$ cat src/rtl/result_presenter.sv
// result_presenter: registered LED / 7-segment presentation FSM for training progress and O/X classification results.
module result_presenter #(
  parameter int N_LED   = 8,
  parameter int CLK_HZ  = 50_000_000,
  parameter int DONE_MS = 3000,
  parameter int HOLD_MS = 2000,
  parameter int ANIM_MS = 10
) (
  input  logic             clk,
  input  logic             rst,
  input  logic             training_active,
  input  logic             training_done,
  input  logic [7:0]       current_epoch,
  input  logic             btn_submit,
  input  logic             nn_y,
  input  logic [6:0]       nn_o_prob_pct,
  input  logic [15:0]      input_display,
  input  logic             input_valid,
  output logic [N_LED-1:0] led,
  output logic [15:0]      seg_data,
  output logic             seg_valid,
  output logic             seg_number_mode,
  output logic [1:0]       state
);
  typedef enum logic [1:0] {IDLE, TRAIN, DONE, RESULT} st_t;
  localparam longint T_DONE = longint'(DONE_MS) * CLK_HZ / 1000;
  localparam longint T_HOLD = longint'(HOLD_MS) * CLK_HZ / 1000;
  localparam longint T_ANIM = longint'(ANIM_MS) * CLK_HZ / 1000;
  localparam int DW = $clog2(T_DONE + 1);
  localparam int HW = $clog2(T_HOLD + 1);
  localparam int AW = $clog2(T_ANIM + 1);
  localparam logic [DW-1:0] D_LAST = DW'(T_DONE - 1);
  localparam logic [HW-1:0] H_LAST = HW'(T_HOLD - 1);
  localparam logic [AW-1:0] A_LAST = AW'(T_ANIM - 1);

  st_t st, st_n;
  logic ta_s, done_s, done_p, sub_s, sub_p, done_rise, sub_rise;
  logic [DW-1:0] dcnt, dcnt_n;
  logic [HW-1:0] hcnt, hcnt_n;
  logic [AW-1:0] acnt, acnt_n;
  logic [N_LED-1:0] anim, anim_n, led_n;
  logic y_l, y_n, sv_n, nm_n;
  logic [6:0] p_l, p_n, p_in;
  logic [15:0] seg_n;

  function automatic logic [15:0] bcd(input logic [7:0] v);
    return {4'd0, 4'(v / 8'd100), 4'((v / 8'd10) % 8'd10), 4'(v % 8'd10)};
  endfunction

  function automatic logic [N_LED-2:0] bar(input logic [6:0] p);
    int k;
    k = int'(p) * (N_LED - 1) / 100;
    k = (k < 1) ? 1 : k;
    bar = '0;
    for (int i = 0; i < N_LED - 1; i++) bar[i] = (i < k);
  endfunction

  assign done_rise = done_s & ~done_p;
  assign sub_rise  = sub_s & ~sub_p;
  assign p_in      = (nn_o_prob_pct > 7'd100) ? 7'd100 : nn_o_prob_pct;
  assign state     = st;

  always_comb begin
    st_n   = st;
    dcnt_n = dcnt;
    hcnt_n = hcnt;
    acnt_n = acnt;
    anim_n = anim;
    y_n    = y_l;
    p_n    = p_l;
    if (done_rise) begin
      st_n   = DONE;
      dcnt_n = '0;
    end else if (ta_s && st != DONE) begin
      st_n = TRAIN;
      if (st != TRAIN) begin
        anim_n = N_LED'(1);
        acnt_n = '0;
      end else if (acnt == A_LAST) begin
        acnt_n = '0;
        anim_n = {anim[N_LED-2:0], anim[N_LED-1]};
      end else acnt_n = acnt + 1'b1;
    end else if (sub_rise && (st == IDLE || st == RESULT)) begin
      st_n   = RESULT;
      y_n    = nn_y;
      p_n    = p_in;
      hcnt_n = '0;
    end else if (st == DONE) begin
      if (dcnt == D_LAST) begin
        st_n   = ta_s ? TRAIN : IDLE;
        anim_n = N_LED'(1);
        acnt_n = '0;
      end else dcnt_n = dcnt + 1'b1;
    end else if (st == TRAIN) st_n = IDLE;
    else if (st == RESULT) begin
      if (sub_s) hcnt_n = '0;
      else if (hcnt == H_LAST) st_n = IDLE;
      else hcnt_n = hcnt + 1'b1;
    end
    led_n = (st_n == TRAIN)  ? anim_n :
            (st_n == DONE)   ? '1 :
            (st_n == RESULT) ? {y_n, bar(p_n)} : '0;
    seg_n = (st_n == TRAIN)  ? bcd(current_epoch) :
            (st_n == DONE)   ? 16'h0099 :
            (st_n == RESULT) ? bcd({1'b0, p_n}) : input_display;
    sv_n  = (st_n == IDLE) ? input_valid : 1'b1;
    nm_n  = (st_n != IDLE);
  end

  always_ff @(posedge clk or negedge rst) begin
    if (!rst) begin
      st              <= IDLE;
      {ta_s, done_s, done_p, sub_s, sub_p} <= '0;
      dcnt            <= '0;
      hcnt            <= '0;
      acnt            <= '0;
      anim            <= '0;
      y_l             <= 1'b0;
      p_l             <= '0;
      led             <= '0;
      seg_data        <= '0;
      seg_valid       <= 1'b0;
      seg_number_mode <= 1'b0;
    end else begin
      st              <= st_n;
      ta_s            <= training_active;
      done_s          <= training_done;
      done_p          <= done_s;
      sub_s           <= btn_submit;
      sub_p           <= sub_s;
      dcnt            <= dcnt_n;
      hcnt            <= hcnt_n;
      acnt            <= acnt_n;
      anim            <= anim_n;
      y_l             <= y_n;
      p_l             <= p_n;
      led             <= led_n;
      seg_data        <= seg_n;
      seg_valid       <= sv_n;
      seg_number_mode <= nm_n;
    end
  end
endmodule
$ cat config.mk
export PLATFORM = sky130hd
export DESIGN_NAME = result_presenter
export DESIGN_NICKNAME = d
export VERILOG_FILES = /design/src/rtl/result_presenter.sv
export SDC_FILE = /design/constraint.sdc
export NUM_CORES = 1
export LEC_CHECK = 0
export ABC_AREA = 0
export BUFFER_PORTS_ARGS = -buffer_cell sky130_fd_sc_hd__buf_2
export CELL_PAD_IN_SITES_DETAIL_PLACEMENT = 1
export CELL_PAD_IN_SITES_GLOBAL_PLACEMENT = 1
export CORE_MARGIN = 1.5
export CORE_UTILIZATION = 27
export CTS_CLUSTER_SIZE = 16
export DETAILED_ROUTE_END_ITERATION = 12
export PLACE_DENSITY_LB_ADDON = 0.1
export SETUP_SLACK_MARGIN = 0.15
export SYNTH_ARGS = -nofsm -noshare
export SYNTH_HDL_FRONTEND = slang
export SYNTH_SLANG_ARGS = --single-unit
$ cat constraint.sdc
create_clock -name clk -period 13.6 [get_ports clk]
set_clock_uncertainty 0.05 [all_clocks]
set_input_delay 2.72 -clock clk [delete_from_list [all_inputs] [get_ports clk]]
set_output_delay 2.72 -clock clk [all_outputs]
set_load 0.05 [all_outputs]
==> results.json, run 1 <==
{
  "row_count": 66,
  "peakVddDrop_v": 0.000126,
  "drt-met1-wl_mm": 13.9,
  "period_share_pct": 62.6,
  "cts_setup_buffers": 0,
  "r2r_start": "state[0]$_DFF_PN0_",
  "syn_inst": 1027,
  "coreArea_sq_um": 32400,
  "ios": 66,
  "cp-end-kind": "flop",
  "cpPeakStageDelay_ns": 0.59,
  "ys_seq_area_share_pct": 34.9,
  "synthArstFlopShare_pct": 100,
  "fillers": 3831,
  "holdBufCountCts": 0,
  "slew_headroom_pct": 21.4,
  "gp_congestion": 0.804,
  "cts_tree": "built",
  "clk_pin_slew_ns": 0.06,
  "start_util_pct": 27.3,
  "crit_type": "in2reg",
  "dp_hpwl_mm": 20.4,
  "power.leakage_nw": 4.48,
  "ys_ff_latch": 123,
  "cts_buffer_depth": 2,
  "routed_wl_mm": 27.9,
  "syn-num-nets": 1115,
  "rsz0062_at_grt": "no",
  "crit_chain": "buf_2 > nor2_1 > a21oi_1 > nor2_1 > a22o_1 > inv_1 > fa_1 > inv_1 > fa_1 > a211o_1 > a21o_1 > a222oi_1 > nor2_1 > ha_1 > inv_1 > o311ai_0 > o2bb2ai_1 > o21ai_0 > or2_2 > a221oi_1 > o21ai_0 > a41oi_1 > o31ai_1 > nand2_1",
  "io_buffers": 65,
  "dieArea_sq_um": 33800,
  "synth_cell_types": 98,
  "tns_ns": 0,
  "grt_pass1_vias": 8042,
  "first_iter_violations": 315,
  "hold_violations": 0,
  "hold_start": "done_s$_DFF_PN0_",
  "hold_class": "reg2reg",
  "worst_pin_slew_ns": 1.17,
  "wl_met3_um": 656,
  "design_area_sq_um": 10300,
  "fin_util_pct": 31.7,
  "syn-cell-area_sq_um": 8830,
  "setup_viol": 0,
  "cp_data_arrival_time_ns": 8.84,
  "placed_area_sq_um": 9610,
  "run_status": "completed",
  "antenna_cells": 0,
  "clock.fmax_mhz": 117,
  "cts_sinks": 123,
  "fp.dieH_um": 184,
  "area_growth_pct": 16.1,
  "dr.pass1.iters": 4,
  "cp-startpoint": "nn_o_prob_pct[4]",
  "cts-root-buf": "clkbuf_16",
  "avgRoutedWirePerCell_um": 18.1,
  "grt_overflow_total": 0,
  "antenna_found_initial": 0,
  "nets": 1171,
  "grt_max_degree": 63,
  "viasPerCell": 5.15,
  "numCtsBuffers": 17,
  "drive_above_1_share_pct": 13.0,
  "slowest_stage": "a222oi_1",
  "slew_viol_final": 0,
  "startpoint_type": "primary input",
  "syn_avg_cell_area_sq_um": 8.60,
  "highest_layer": "met4",
  "h-tree-depth": 4,
  "ys_dominant_reg_cell": "dfrtp_1",
  "drc": 0,
  "vias": 7925,
  "layout_min_cycle_time_ns": 8.51,
  "cap_violations": 0,
  "dr_wl_met2_mm": 13.0,
  "path_max_fanout": 9,
  "clock_latency_ns": 0.44,
  "pwr_density_cell_nw_per_um2": 302,
  "post_cts_resized": 0,
  "grtUsageTotal_pct": 17.1,
  "synth_enable_flop_cells": 0,
  "grt_pass1_wl_mm": 45.0,
  "ant_nets": 0,
  "ys_warn_count": 0,
  "die_width_um": 184,
  "crit_required_ns": 13.93
}
-- Yosys cell counts, drive strengths merged, types with 17 or more instances --
cell / count / area [sq um]
inv: 41 / 156
ha: 43 / 538
dfrtp: 123 / 3080
nor2: 98 / 373
a21oi: 58 / 290
clkbuf: 26 / 97.6
and3: 37 / 231
nand3: 36 / 185
and2: 26 / 166
o21ai: 94 / 470
xor2: 29 / 254
nand2: 101 / 379
nor3: 17 / 101
-- cell type report --
type                       count  area [sq um]  share of cell area [%]
inverter                      41           156                    1.53
sequential                   123          3080                    30.0
clock inverter                12           184                    1.79
clock buffer                  20           457                    4.46
multi-input combinational    827          5430                    53.0
timing repair buffer          73           392                    3.82
tap                          442           553                    5.39
-- state kept, by name, summed over array words and instances (netlist names) --
| signal | cells |
|---|---|
| dcnt | 28 |
| hcnt | 27 |
| acnt | 19 |
| seg_data | 16 |
| anim | 8 |
| led | 8 |
| p_l | 7 |
| state | 2 |
| done_p | 1 |
| done_s | 1 |
| seg_number_mode | 1 |
| seg_valid | 1 |
| sub_p | 1 |
| sub_s | 1 |
| ta_s | 1 |
| y_l | 1 |
-- layout by cell type, fill, tap and decap left out, drive strengths merged, types with 17 or more instances in the layout --
cell type / Yosys / layout
nand3: 36 / 36
o21ai: 94 / 94
nor3: 17 / 17
and2: 26 / 26
buf: 10 / 73
a21oi: 58 / 58
clkbuf: 26 / 20
inv: 41 / 45
nor2: 98 / 98
nand2: 101 / 101
xor2: 29 / 29
and3: 37 / 37
ha: 43 / 43
dfrtp: 123 / 123
-- per-stage QoR --
stage / instances / hold WS [ns] / setup slack, ns / power (W)
3_5_place_dp: 1506 / 0.343 / 4.72 / 0.00259
4_1_cts: 1538 / 0.370 / 5.17 / 0.00312
3_3_place_gp: 1506 / 0.360 / 4.85 / 0.00260
5_1_grt: 1538 / 0.386 / 4.68 / 0.00336
2_1_floorplan: 1027 / 0.319 / 5.23 / 0.00206
6_report: 1538 / 0.369 / 5.09 / 0.00309
-- metal layers --
layer  vias up  global-route usage [%]
li1       3867                       -
met1      3934                    23.1
met2       102                    28.1
met3        22                    2.71
met4         0                    4.72
met5         -                       0
-- worst paths after layout --
| kind | end | slack, ns | depth (start not counted) |
|---|---|---|---|
| setup / recovery | led[6]$_DFF_PN0_ | 5.09 | 24 |
| hold / removal | done_p$_DFF_PN0_ | 0.37 | 0 |
| setup reg to reg | led[6]$_DFF_PN0_ | 5.88 | 25 |
| hold reg to reg | done_p$_DFF_PN0_ | 0.37 | 0 |
| max in group asynchronous | anim[7]$_DFF_PN0_ | 9.98 | 2 |
| min in group asynchronous | p_l[6]$_DFF_PN0_ | 2.24 | 1 |
-- kinds of logic after synthesis --
group / count (synthesis) / share of synthesized area [%]
AO/OA/AOI/OAI: 288 / 21.8
multiplexers: 18 / 2.31
adder cells (fa/ha/maj): 50 / 7.68
AND/OR/NAND/NOR: 426 / 25.2
buffers and inverters: 77 / 3.64
flip-flops: 123 / 34.9
XOR/XNOR: 45 / 4.46
-- report_power, final --
part / internal, W / switching [W] / total (W)
sequential: 0.000427 / 0.0000379 / 0.000464
combinational: 0.000749 / 0.00137 / 0.00212
clock: 0.000319 / 0.000191 / 0.000510
-- critical path, delay by kind of cell --
kind                       cells  cell delay, ns
buffers and inverters          4            0.52
and+or+nand+nor                5            0.81
AOI/OAI and AO/OA             12            3.40
adders and majority gates      3            1.38
No activity file was read; power rests on OpenSTA's default activity.
==> run 2: changes to the inputs <==
Settings changed: ABC_AREA 0 to 1.
Clock period 13.6 ns to 6.9 ns, I/O delays scaled along.
==> results.json, run 2 <==
{
  "run_status": "completed",
  "clock.fmax_mhz": 165,
  "antenna_found_initial": 0,
  "area_growth_pct": 16.8,
  "grt_max_degree": 73,
  "cts_sinks": 123,
  "avgRoutedWirePerCell_um": 14.5,
  "largest_register_ffs": 28,
  "fillers": 4037,
  "nets": 1383,
  "numCtsBuffers": 17,
  "cp_data_arrival_time_ns": 6.32,
  "top_register": "dcnt",
  "dp_hpwl_mm": 19.5,
  "netlist.area_leader.share_pct": 34.7,
  "syn_avg_cell_area_sq_um": 7.32,
  "reg.largest.list": "dcnt x28, hcnt x27, acnt x19",
  "holdBufCountCts": 0,
  "ys_dominant_reg_cell": "dfrtp_1",
  "synth_enable_flop_cells": 0,
  "layout_min_cycle_time_ns": 6.05,
  "grt_pass1_vias": 8451,
  "drive_above_1_share_pct": 15.4,
  "rsz0062_at_grt": "no",
  "cts_buffer_depth": 2,
  "dr.pass1.iters": 4,
  "cts-root-buf": "clkbuf_16",
  "cpPeakStageDelay_ns": 0.48,
  "ys_warn_count": 0,
  "vias": 8038,
  "tns_ns": 0,
  "synthArstFlopShare_pct": 100,
  "final_common_cell": "nand2_1",
  "grt_overflow_total": 0,
  "ios": 66,
  "dieArea_sq_um": 33900,
  "gp_congestion": 0.776,
  "synthTopCellsByCount": "nand2_1, inv_1, dfrtp_1",
  "h-tree-depth": 4,
  "crit_type": "in2reg",
  "placed_cells": 1715,
  "startpoint_type": "primary input",
  "start_util_pct": 27.3,
  "hold_violations": 0,
  "antenna_cells": 0,
  "cts_tree": "built",
  "final_cell_mix": "nand2_1, inv_1, dfrtp_1",
  "yosys.cell_count.top_type": "nand2_1",
  "synth_area_leaders": "dfrtp_1, nand2_1, inv_1",
  "routed_wl_mm": 25.4,
  "ys_seq_area_share_pct": 34.7,
  "layout.cells.non_filler": 1750,
  "row_count": 66,
  "die_width_um": 184,
  "cp-end-kind": "flop",
  "crit_required_ns": 7.17,
  "syn-cell-area_sq_um": 8870,
  "synth_cell_types": 59,
  "clk_pin_slew_ns": 0.06,
  "grtUsageTotal_pct": 16.1,
  "slowest_stage": "fa_1",
  "grt_pass1_wl_mm": 43.1,
  "yosysTopAreaCell": "dfrtp_1",
  "slew_viol_final": 0,
  "first_iter_violations": 219,
  "viasPerCell": 4.59,
  "coreArea_sq_um": 32500,
  "fp.dieH_um": 184,
  "ys_ff_latch": 123,
  "path_max_fanout": 8,
  "worst_pin_slew_ns": 1.01,
  "drc": 0,
  "hold_class": "reg2reg",
  "io_buffers": 65,
  "cap_violations": 0,
  "clock_latency_ns": 0.43,
  "slew_headroom_pct": 32.8,
  "holdWs_ns": 0.373,
  "crit_path_frequent_cell": "nand2_1",
  "ant_nets": 0,
  "period_share_pct": 87.6,
  "setup_viol": 0,
  "syn-num-nets": 1299,
  "syn_inst": 1211
}
==> run 2: cell count changes after synthesis, sizes merged, moves of 22 or more <==
cell / delta
xor2: -22
and2: -25
and3: -36
nand2: +212
nand3: +58
inv: +171
nor2: +25
==> run 2: routing by layer <==
| metal | track usage [%] | vias up | wire (um) |
|---|---|---|---|
| met3 | 2.23 | 19 | 456 |
| met4 | 4.75 | 0 | 317 |
| met2 | 27.6 | 62 | 12300 |
| li1 | - | 4114 | - |
| met5 | 0 | - | 0 |
| met1 | 20.8 | 3843 | 12300 |
==> run 2: layout make-up <==
class / instances / area [sq um] / area share, %
multi-input combinational: 865 / 4950 / 47.7
tap: 442 / 553 / 5.34
sequential: 123 / 3080 / 29.7
clock inverter: 15 / 141 / 1.36
inverter: 215 / 825 / 7.96
clock buffer: 17 / 425 / 4.11
timing repair buffer: 73 / 392 / 3.78
==> run 2: worst max-delay path: cells and delay by family <==
kind | cells | cell delay (ns)
simple gates | 24 | 2.49
fa+ha+maj | 4 | 1.40
buf+inv | 5 | 0.57
compound gates | 3 | 0.48
==> run 2: worst paths after layout <==
path | startpoint | slack, ns | end | cells after the start
worst max register to register | state[0]$_DFF_PN0_ | 0.94 | led[2]$_DFF_PN0_ | 39
max in group asynchronous | rst | 4.55 | acnt[18]$_DFFE_PN0P_ | 2
worst min register to register | sub_s$_DFF_PN0_ | 0.37 | sub_p$_DFF_PN0_ | 0
worst max-delay path | nn_o_prob_pct[6] | 0.85 | led[2]$_DFF_PN0_ | 36
min in group asynchronous | rst | 0.87 | hcnt[17]$_DFFE_PN0P_ | 1
worst min-delay path | sub_s$_DFF_PN0_ | 0.37 | sub_p$_DFF_PN0_ | 0
==> run 2: repair_timing <==
item | CTS | global route
buffers inserted | 0 | 2
endpoints found under the setup margin | 0 | 3
resized for setup | 0 | 3
endpoints found under the hold margin | 0 | 0
==> run 2: stage by stage <==
stage | util [%] | setup WS, ns | cell area, sq um
after floorplan | - | 0.781 | 8870
after global placement | 30.0 | 0.436 | 9750
after detailed placement | 30.0 | 0.249 | 9750
after CTS | 31.8 | 0.605 | 10300
after global routing | 31.9 | 0.162 | 10400
final | 31.9 | 0.854 | 10400
==> run 2: cells by family after synthesis <==
family	synth area share, %
adders and majority gates	7.65
buffers and inverters	9.89
xor gates and xnor gates	1.09
AOI/OAI and AO/OA	13.6
DFF	34.7
and+or+nand+nor	33.1
Power of run 2 is not shown: default switching activity piles up to over one toggle a cycle in this logic, so the estimate is an artifact.
==> run 3: changes to the inputs <==
Settings changed: RECOVER_POWER from default to 25.
==> results.json, run 3 (synthesis results as in run 2) <==
{
  "slew_viol_final": 53,
  "period_share_pct": 88.0,
  "start_util_pct": 27.3,
  "r2r_start": "state[0]$_DFF_PN0_",
  "vias": 8046,
  "r2r_slack_ns": 0.91,
  "grtUsageTotal_pct": 16.1,
  "cpPeakStageDelay_ns": 0.43,
  "clk_pin_slew_ns": 0.06,
  "drc": 0,
  "ant_nets": 0,
  "dieArea_sq_um": 33900,
  "top_usage_layer": "met2",
  "cap_violations": 1,
  "use_met2_pct": 27.6,
  "die_width_um": 184,
  "worst_pin_slew_ns": 3.20,
  "grt_pass1_vias": 8451,
  "first_iter_violations": 233,
  "violations": "capacitance limit, slew limit",
  "slew_headroom_pct": -113,
  "cts_tree": "built",
  "grt_pass1_wl_mm": 43.1,
  "top_register": "dcnt",
  "grt_overflow_total": 0,
  "io_buffers": 65,
  "cp-startpoint": "nn_o_prob_pct[6]",
  "h-tree-depth": 4,
  "nets": 1383,
  "path_max_fanout": 8,
  "fin_util_pct": 31.8,
  "antenna_cells": 0,
  "avgRoutedWirePerCell_um": 14.5,
  "antenna_found_initial": 0,
  "cp-endpoint": "led[2]$_DFF_PN0_",
  "drive_above_1_share_pct": 15.1,
  "timing.rr.end": "led[2]$_DFF_PN0_",
  "clock.fmax_mhz": 165,
  "dr.pass1.iters": 4,
  "tns_ns": 0,
  "routed_wl_mm": 25.4,
  "holdBufCountCts": 0,
  "reg2reg_depth": 39,
  "grt_use_met3_pct": 2.23,
  "fp.dieH_um": 184,
  "viasPerCell": 4.60,
  "clock_latency_ns": 0.43,
  "row_count": 66,
  "setup_viol": 0,
  "layout_min_cycle_time_ns": 6.07,
  "largest_register_ffs": 28,
  "ios": 66,
  "hold_class": "reg2reg",
  "cts_buffer_depth": 2,
  "final_common_cell": "nand2_1",
  "slowest_stage": "fa_1",
  "cp_data_arrival_time_ns": 6.34,
  "grt_use_met1_pct": 20.8,
  "area_growth_pct": 16.5,
  "hold_violations": 0,
  "crit_type": "in2reg",
  "cp-end-kind": "flop",
  "cts-root-buf": "clkbuf_16",
  "run_status": "finished with violations",
  "reg.largest.list": "dcnt x28, hcnt x27, acnt x19",
  "startpoint_type": "primary input",
  "crit_path_frequent_cell": "nand2_1",
  "gp_congestion": 0.776,
  "grt_max_degree": 73,
  "dp_hpwl_mm": 19.5,
  "coreArea_sq_um": 32500,
  "numCtsBuffers": 17,
  "crit_required_ns": 7.17,
  "final_cell_mix": "nand2_1, inv_1, dfrtp_1",
  "rsz0062_at_grt": "no",
  "cts_sinks": 123
}
## run 3: layout make-up
class | count | area, sq um
clock inverter | 15 | 141
clock buffer | 17 | 425
timing repair buffer | 73 | 379
tap | 442 | 553
fill | 4043 | 22100
inverter | 215 | 825
sequential | 123 | 3080
multi-input combinational | 865 | 4930
## run 3: critical path: cells and delay by family
kind            cells  cell delay [ns]
simple gates       24             2.47
fa+ha+maj           4             1.34
buf+inv             5             0.61
compound gates      3             0.54
## run 3: what timing repair did
action                                  in CTS  in global routing
resized for setup                            0                  3
endpoints found under the setup margin       0                  3
setup buffers                                0                  2
## run 3: routing by layer
layer  vias up  wire (um)
li1       4112          -
met1      3858      12300
met2        57      12400
met3        19        409
met4         0        317
met5         -          0
## run 3: worst min path at each step
stage | from | to | slack (ns) | cells after the start
floorplan | sub_s$_DFF_PN0_ | sub_p$_DFF_PN0_ | 0.32 | 0
global placement | sub_s$_DFF_PN0_ | sub_p$_DFF_PN0_ | 0.35 | 0
detailed placement | sub_s$_DFF_PN0_ | sub_p$_DFF_PN0_ | 0.36 | 0
CTS | sub_s$_DFF_PN0_ | sub_p$_DFF_PN0_ | 0.37 | 0
global route | done_s$_DFF_PN0_ | done_p$_DFF_PN0_ | 0.39 | 0
finish | sub_s$_DFF_PN0_ | sub_p$_DFF_PN0_ | 0.37 | 0
## run 3: per-stage QoR
step / instance area, sq um / hold slack (ns) / instances / worst slack [ns]
4_1_cts: 10300 / 0.373 / 1747 / 0.605
3_3_place_gp: 9750 / 0.348 / 1715 / 0.436
2_1_floorplan: 8870 / 0.323 / 1211 / 0.781
3_5_place_dp: 9750 / 0.355 / 1715 / 0.249
5_1_grt: 10300 / 0.386 / 1750 / 0.155
6_report: 10300 / 0.373 / 1750 / 0.829
Power of run 3 is left out for the same reason.
